`config.mk`:
```
export PLATFORM = sky130hd
export DESIGN_NAME = xevious_input_ctrl_flat
export DESIGN_NICKNAME = d
export VERILOG_FILES = /design/src/rtl/xevious_input_ctrl_if.sv /design/src/rtl/xevious_input_ctrl.sv /design/src/flat_wrapper.sv
export SDC_FILE = /design/constraint.sdc
export NUM_CORES = 1
export LEC_CHECK = 0
export CAP_MARGIN = 30
export CELL_PAD_IN_SITES_DETAIL_PLACEMENT = 0
export CELL_PAD_IN_SITES_GLOBAL_PLACEMENT = 1
export CORE_MARGIN = 2
export CORE_UTILIZATION = 29
export CTS_CLUSTER_SIZE = 10
export DETAILED_ROUTE_END_ITERATION = 8
export GPL_TIMING_DRIVEN = 0
export PLACE_DENSITY_LB_ADDON = 0.1
export SKIP_CTS_REPAIR_TIMING = 1
export SLEW_MARGIN = 20
export SYNTH_ARGS = -nofsm -noshare
export SYNTH_HDL_FRONTEND = slang
export SYNTH_SLANG_ARGS = --single-unit
```
`constraint.sdc`:
```
create_clock -name clk_sys -period 2.2 [get_ports clk_sys]
set_input_delay 0.55 -clock clk_sys [delete_from_list [all_inputs] [get_ports clk_sys]]
set_output_delay 0.55 -clock clk_sys [all_outputs]
set_load 0.01 [all_outputs]
```
`src/rtl/xevious_input_ctrl_if.sv`:
```
// ----------------------------------------------------------------------------
// xevious_input_ctrl_if
// Bundles the raw player inputs and the shaped control outputs of the Xevious
// input controller.
//   ps2_key     [64] event toggle, [15:8] 0xF0 on release / 0xE0 extended,
//               [23:16] 0xE0 on extended release, [7:0] scan code,
//               [63:24] nonzero for PRNSCR/PAUSE
//   joystick_0/1  bit 0 right, 1 left, 2 down, 3 up, 4 fire, 5 bomb,
//               6 start1, 7 start2, 8 coin
//   rotate      1 = horizontal-screen remap of the directions
//   up..start2  registered active-high controls
//   coin        registered, shaped coin pulse
// master: the side that drives the raw inputs (board glue / testbench).
// slave:  the controller itself.
// ----------------------------------------------------------------------------
interface xevious_input_ctrl_if;
    logic [64:0] ps2_key;
    logic [15:0] joystick_0;
    logic [15:0] joystick_1;
    logic        rotate;
    logic        up;
    logic        down;
    logic        left;
    logic        right;
    logic        fire;
    logic        bomb;
    logic        start1;
    logic        start2;
    logic        coin;

    modport master (
        output ps2_key, joystick_0, joystick_1, rotate,
        input  up, down, left, right, fire, bomb, start1, start2, coin
    );

    modport slave (
        input  ps2_key, joystick_0, joystick_1, rotate,
        output up, down, left, right, fire, bomb, start1, start2, coin
    );
endinterface

```
`src/rtl/xevious_input_ctrl.sv`:
```
// ----------------------------------------------------------------------------
// xevious_input_ctrl
// Merges PS/2 keyboard events and two joysticks into the Xevious control
// set, optionally remapping directions for a rotated screen, and shapes any
// start/coin request into a single coin pulse of fixed width followed by a
// dead time.
// Ports:
//   clk_sys  system clock, all logic on its rising edge
//   reset_n  asynchronous active-low reset
//   bus      xevious_input_ctrl_if.slave (raw inputs in, controls out)
// Parameters:
//   COIN_LEN  coin pulse width in clk_sys cycles
//   COIN_GAP  dead time after a coin pulse in clk_sys cycles
// ----------------------------------------------------------------------------
module xevious_input_ctrl #(
    parameter int COIN_LEN = 1800000,
    parameter int COIN_GAP = 1800000
) (
    input logic                  clk_sys,
    input logic                  reset_n,
    xevious_input_ctrl_if.slave  bus
);

    localparam int CNT_MAX = (COIN_LEN > COIN_GAP) ? COIN_LEN : COIN_GAP;
    localparam int CNT_W   = (CNT_MAX > 1) ? $clog2(CNT_MAX) : 1;
    localparam logic [CNT_W-1:0] LEN_LOAD = CNT_W'(COIN_LEN - 1);
    localparam logic [CNT_W-1:0] GAP_LOAD = CNT_W'(COIN_GAP - 1);

    typedef enum logic [1:0] {
        IDLE  = 2'd0,
        PULSE = 2'd1,
        GAP   = 2'd2
    } coin_state_t;

    // ------------------------------------------------------------------
    // Keyboard event decode
    // ------------------------------------------------------------------
    logic       old_toggle;
    logic       first_cycle;
    logic       pressed;
    logic       ext;
    logic [8:0] code;
    logic       key_event;

    // NOTE: every signal assigned in always_comb gets a value on every path;
    // a missing assignment would infer a latch.
    always_comb begin
        pressed   = (bus.ps2_key[15:8] != 8'hF0);
        ext       = pressed ? (bus.ps2_key[15:8]  == 8'hE0)
                            : (bus.ps2_key[23:16] == 8'hE0);
        code      = {ext, bus.ps2_key[7:0]};
        // PRNSCR/PAUSE sequences carry extra bytes; treat them as no key.
        if (|bus.ps2_key[63:24]) begin
            code = 9'h000;
        end
        // The first edge after reset only primes old_toggle, so a toggle
        // level left over from before reset is not mistaken for an event.
        key_event = !first_cycle && (bus.ps2_key[64] != old_toggle);
    end

    logic kb_up, kb_down, kb_left, kb_right;
    logic kb_fire, kb_bomb, kb_start1, kb_start2, kb_coin;

    // NOTE: sequential state uses non-blocking assignments so every register
    // samples pre-edge values regardless of statement order.
    // NOTE: this block holds only a handful of flops, so all of them get the
    // asynchronous reset; there is no storage array that would need to skip it.
    always_ff @(posedge clk_sys or negedge reset_n) begin
        if (!reset_n) begin
            old_toggle  <= 1'b0;
            first_cycle <= 1'b1;
            kb_up       <= 1'b0;
            kb_down     <= 1'b0;
            kb_left     <= 1'b0;
            kb_right    <= 1'b0;
            kb_fire     <= 1'b0;
            kb_bomb     <= 1'b0;
            kb_start1   <= 1'b0;
            kb_start2   <= 1'b0;
            kb_coin     <= 1'b0;
        end else begin
            old_toggle  <= bus.ps2_key[64];
            first_cycle <= 1'b0;
            if (key_event) begin
                // Cursor keys and Ctrl exist in both plain and E0 forms;
                // the remaining keys only match their plain form.
                case (code[7:0])
                    8'h75:   kb_up    <= pressed;
                    8'h72:   kb_down  <= pressed;
                    8'h6B:   kb_left  <= pressed;
                    8'h74:   kb_right <= pressed;
                    8'h14:   kb_bomb  <= pressed;
                    8'h29:   if (!code[8]) kb_fire   <= pressed;
                    8'h05:   if (!code[8]) kb_start1 <= pressed;
                    8'h06:   if (!code[8]) kb_start2 <= pressed;
                    8'h2E:   if (!code[8]) kb_coin   <= pressed;
                    default: ;
                endcase
            end
        end
    end

    // ------------------------------------------------------------------
    // Control merge and screen-rotation remap
    // ------------------------------------------------------------------
    logic [15:0] joy;
    logic        phys_up, phys_down, phys_left, phys_right;
    logic        up_i, down_i, left_i, right_i;
    logic        fire_i, bomb_i, start1_i, start2_i;
    logic        coin_req;
    logic        unused_joy;

    always_comb begin
        joy        = bus.joystick_0 | bus.joystick_1;
        phys_up    = kb_up    | joy[3];
        phys_down  = kb_down  | joy[2];
        phys_left  = kb_left  | joy[1];
        phys_right = kb_right | joy[0];
        if (bus.rotate) begin
            up_i    = phys_left;
            down_i  = phys_right;
            left_i  = phys_down;
            right_i = phys_up;
        end else begin
            up_i    = phys_up;
            down_i  = phys_down;
            left_i  = phys_left;
            right_i = phys_right;
        end
        fire_i   = kb_fire   | joy[4];
        bomb_i   = kb_bomb   | joy[5];
        start1_i = kb_start1 | joy[6];
        start2_i = kb_start2 | joy[7];
        // Pressing start also drops a coin, so a single key starts a game.
        coin_req = start1_i | start2_i | kb_coin | joy[8];
    end

    assign unused_joy = ^joy[15:9];

    always_ff @(posedge clk_sys or negedge reset_n) begin
        if (!reset_n) begin
            bus.up     <= 1'b0;
            bus.down   <= 1'b0;
            bus.left   <= 1'b0;
            bus.right  <= 1'b0;
            bus.fire   <= 1'b0;
            bus.bomb   <= 1'b0;
            bus.start1 <= 1'b0;
            bus.start2 <= 1'b0;
        end else begin
            bus.up     <= up_i;
            bus.down   <= down_i;
            bus.left   <= left_i;
            bus.right  <= right_i;
            bus.fire   <= fire_i;
            bus.bomb   <= bomb_i;
            bus.start1 <= start1_i;
            bus.start2 <= start2_i;
        end
    end

    // ------------------------------------------------------------------
    // Coin pulse shaper
    // ------------------------------------------------------------------
    coin_state_t      coin_state;
    logic [CNT_W-1:0] coin_cnt;
    logic             coin_req_d;

    // coin_req_d resets high so a request already held when reset releases
    // does not look like a fresh rising edge.
    always_ff @(posedge clk_sys or negedge reset_n) begin
        if (!reset_n) begin
            coin_state <= IDLE;
            coin_cnt   <= '0;
            coin_req_d <= 1'b1;
            bus.coin   <= 1'b0;
        end else begin
            coin_req_d <= coin_req;
            case (coin_state)
                IDLE: begin
                    // Only a fresh edge starts a pulse; edges seen in
                    // PULSE/GAP are dropped and a held level never retriggers.
                    if (coin_req && !coin_req_d) begin
                        coin_cnt   <= LEN_LOAD;
                        coin_state <= PULSE;
                        bus.coin   <= 1'b1;
                    end
                end
                PULSE: begin
                    if (coin_cnt == '0) begin
                        coin_cnt   <= GAP_LOAD;
                        coin_state <= GAP;
                        bus.coin   <= 1'b0;
                    end else begin
                        coin_cnt <= coin_cnt - 1'b1;
                    end
                end
                GAP: begin
                    if (coin_cnt == '0) begin
                        coin_state <= IDLE;
                    end else begin
                        coin_cnt <= coin_cnt - 1'b1;
                    end
                end
                default: begin
                    coin_state <= IDLE;
                    coin_cnt   <= '0;
                    bus.coin   <= 1'b0;
                end
            endcase
        end
    end

endmodule

```
`src/flat_wrapper.sv`:
```
// flat-port wrapper written by rule: the top's interface ports become plain ports
module xevious_input_ctrl_flat 
#(
    parameter int COIN_LEN = 1800000,
    parameter int COIN_GAP = 1800000
)
  (clk_sys, reset_n, bus_ps2_key, bus_joystick_0, bus_joystick_1, bus_rotate, bus_up, bus_down, bus_left, bus_right, bus_fire, bus_bomb, bus_start1, bus_start2, bus_coin);
  xevious_input_ctrl_if bus_i ();
  input logic clk_sys;
  input logic reset_n;
  input wire logic [$bits(bus_i.ps2_key)-1:0] bus_ps2_key;
  input wire logic [$bits(bus_i.joystick_0)-1:0] bus_joystick_0;
  input wire logic [$bits(bus_i.joystick_1)-1:0] bus_joystick_1;
  input wire logic [$bits(bus_i.rotate)-1:0] bus_rotate;
  output wire logic [$bits(bus_i.up)-1:0] bus_up;
  output wire logic [$bits(bus_i.down)-1:0] bus_down;
  output wire logic [$bits(bus_i.left)-1:0] bus_left;
  output wire logic [$bits(bus_i.right)-1:0] bus_right;
  output wire logic [$bits(bus_i.fire)-1:0] bus_fire;
  output wire logic [$bits(bus_i.bomb)-1:0] bus_bomb;
  output wire logic [$bits(bus_i.start1)-1:0] bus_start1;
  output wire logic [$bits(bus_i.start2)-1:0] bus_start2;
  output wire logic [$bits(bus_i.coin)-1:0] bus_coin;
  assign bus_i.ps2_key = bus_ps2_key;
  assign bus_i.joystick_0 = bus_joystick_0;
  assign bus_i.joystick_1 = bus_joystick_1;
  assign bus_i.rotate = bus_rotate;
  assign bus_up = bus_i.up;
  assign bus_down = bus_i.down;
  assign bus_left = bus_i.left;
  assign bus_right = bus_i.right;
  assign bus_fire = bus_i.fire;
  assign bus_bomb = bus_i.bomb;
  assign bus_start1 = bus_i.start1;
  assign bus_start2 = bus_i.start2;
  assign bus_coin = bus_i.coin;
  xevious_input_ctrl #(.COIN_LEN(COIN_LEN), .COIN_GAP(COIN_GAP)) u_core (.clk_sys(clk_sys), .reset_n(reset_n), .bus(bus_i));
endmodule
```
==> key figures <==
Run status
  – Status: finished, violations left
  – Failing checks: negative setup slack

Routing
  – WL met1: 4030 um
  – Via count: 2813
  – DRC viols: 0
  – Met2 WL post-DR: 4600 um
  – Pre-antenna DRT Iters: 4
  – Total Wirelength: 9110 um
  – Max Used Layer: met4
  – Violation count after the first detailed-route iteration: 118
  – Avg WL per Cell: 17.6 um
  – Via density: 5.43
  – Met3 WL: 341 um
  – Antenna Nets Post-Route: 0

Placed design
  – Pre-CTS WS: -635 ps
  – Placed Cells: 487
  – Dpl cell area: 3790 um^2
  – DP HPWL: 6530 um
  – Placer Congestion: 0.795
  – Input/output buffers: 93

Cells and area
  – ANT cells: 0
  – Final non-filler cell total: 518
  – Reg with most FFs: u_core.coin_cnt
  – Largest register FFs: 21
  – Final Net Count: 508
  – P&R area growth vs syn: 62.0%
  – Most common cell after layout, fill and taps aside: clkdlybuf4s50_1
  – Most frequent cells in the layout: clkdlybuf4s50_1 (76), dfrtp_1 (40), buf_4 (22), nor2_1 (20)
  – Biggest regs: u_core.coin_cnt: 21 flops, u_core.coin_state: 2 flops
  – Final instance area: 4370 um^2
  – Layout cells sized above 1: 0.273

CTS
  – TritonCTS clock tree: built
  – Clock transition at path regs: 90 ps
  – CTS max path bufs: 2
  – Clk Tree Root Cell: clkbuf_8
  – Skew-Pair Late Insertion Delay: 290 ps
  – CTS H-tree lvls: 2
  – Total CTS buffers: 5
  – CTS Sinks: 44

Die
  – I/O pin count: 109
  – # rows: 35
  – Chip height: 100 um
  – Initial core utilization: 0.296
  – Total core area: 9110 um^2
  – Total die area: 10100 um^2
  – Width of the chip: 100 um

Timing
  – Setup ws final: -30.6 ps
  – Relative slew slack: 0.649
  – Worst slew pin tran: 527 ps
  – Post-route clock period utilization: 1.01
  – Final Hold Vio Count: 0
  – Final Skew: 8.90 ps
  – Max-slew violations: 0
  – Maximum clock frequency: 0.448 GHz
  – RSZ-0062 raised after global routing: yes
  – Final setup vio count: 2
  – Min cycle time layout: 2230 ps
  – TNS Setup: -36.8 ps

Power
  – Maximum vdd drop: 227 uV
  – Leak Pwr: 1.82 nW
  – Pwr Density: 361 nW/um^2

Worst setup path
  – Worst Path Arrival: 2440 ps
  – Crit-path cells: inv_2 > ha_4 > or4b_4 > nor3_4 > buf_12 > a31oi_4 > and4_1 > nor4_2
  – CP max stage delay: 480 ps
  – Startpoint Class: flip-flop
  – Crit path buf inv count: 2
  – WS Path Type: reg -> reg
  – Crit path max fanout: 6
  – Crit-path slowest cell: or4b_4
  – CP required: 2400 ps
  – Delay-heaviest family, CP: simple AND/OR/NAND/NOR gates
  – CP endpoint kind: flip-flop

Synthesis
  – Synth Cell Area: 2700 um^2
  – Post-synth cell types: 64
  – Ys async rst share: 1.00
  – Post-Syn Area per Cell: 9.56 um^2
  – Number of synthesized flops with an enable pin: 0
  – Main synth FF type: dfrtp_1
  – Sequential share of the synthesized area: 0.409
  – Synthesized Nets: 384
  – Yosys top cell area share: 0.390
  – Syn Inst Count: 282
  – Synth area leaders: dfrtp_1 (39%), nor4_1 (4.4%), nor3_1 (3.9%), mux2_2 (3.8%), nor2_1 (3.2%)
  – Register bit total from synthesis: 44
  – Synth warn: 0
  – Area leader, netlist: dfrtp_1

Global route
  – Initial antenna violation count: 0
  – Largest net degree at the start of global routing: 30
  – GRT Total Usage: 0.176
  – First-pass GRT wire length: 13900 um
  – Congestion Overflow GR: 0
  – Vias in the first global route: 2733

Run
  – Maximum Capacitance Violations: 0

Hold path
  – Worst min path class: in -> async
==> kinds of logic (layout without fill, tap and decap cells) <==
logic type | after synthesis | in the layout | share of synthesized area
AO/OA/AOI/OAI | 64 | 65 | 0.177
XOR/XNOR | 5 | 5 | 0.0162
adder cells (fa/ha/maj) | 2 | 2 | 0.00928
buffers and inverters | 21 | 145 | 0.0367
flip-flops | 44 | 44 | 0.409
multiplexers | 13 | 13 | 0.0524
other | 1 | 1 | 0.00139
AND/OR/NAND/NOR | 132 | 132 | 0.298
==> area by class of cell <==
class,instances,area [um^2]
clock buffers,7,76.3
plain buffers,9,70.1
fillers,874,4740
flip-flops and latches,44,1110
well taps,111,139
repair buffers,120,1200
clock inverters,1,5.00
inverters,8,33.8
multi-input cells,218,1730
==> Yosys cell counts (all sizes together), types with 2 or more instances <==
master,instances
a211oi,9
a21o,3
a21oi,12
a22o,2
a31o,3
a31oi,6
and3,6
buf,5
clkbuf,8
clkinv,2
dfrtp,42
dfstp,2
ha,2
inv,6
mux2,9
mux2i,4
nand2,13
nand3,8
nand4,7
nand4b,4
nor2,23
nor2b,2
nor3,23
nor3b,4
nor4,24
nor4bb,2
o21ai,13
o221a,2
o22ai,2
o31ai,2
o41ai,4
or3,6
or4,3
xnor2,2
xor2,3
==> power by group <==
| group | internal, W | switching [W] | leakage, nW |
|---|---|---|---|
| Sequential | 0.000820 | 0.00000399 | 0.521 |
| Clock | 0.000224 | 0.000279 | 0.0422 |
| Combinational | 0.000168 | 0.0000807 | 1.26 |
==> final timing paths <==
kind | startpoint | endpoint | slack, ps | cells past startpoint
hold reg to reg | u_core.kb_bomb | u_core.bus.bomb | 480 | 1
hold / removal | reset_n | u_core.bus.right | 180 | 1
min in group clk_sys | bus_ps2_key[64] | u_core.old_toggle | 450 | 1
setup / recovery | u_core.coin_cnt[0] | u_core.coin_cnt[15] | -30 | 8
setup reg to reg | u_core.coin_cnt[0] | u_core.coin_cnt[15] | -30 | 8
max in group asynchronous | reset_n | u_core.coin_req_d | 1440 | 2
==> per-stage QoR <==
stage | hold slack, ps | power, W | utilization
2_1_floorplan | 254 | 0.000875 | -
3_3_place_gp | 455 | 0.00107 | 0.414
3_5_place_dp | 465 | 0.00108 | 0.416
4_1_cts | 195 | 0.00159 | 0.425
5_1_grt | 190 | 0.00166 | 0.480
6_report | 181 | 0.00158 | 0.480
==> per-layer routing <==
layer  track usage  vias up
met2         0.305       66
met4        0.0485        0
li1              -     1361
met1         0.226     1376
met3        0.0306       10
met5             0        -
(Power assumes the default switching activity.)
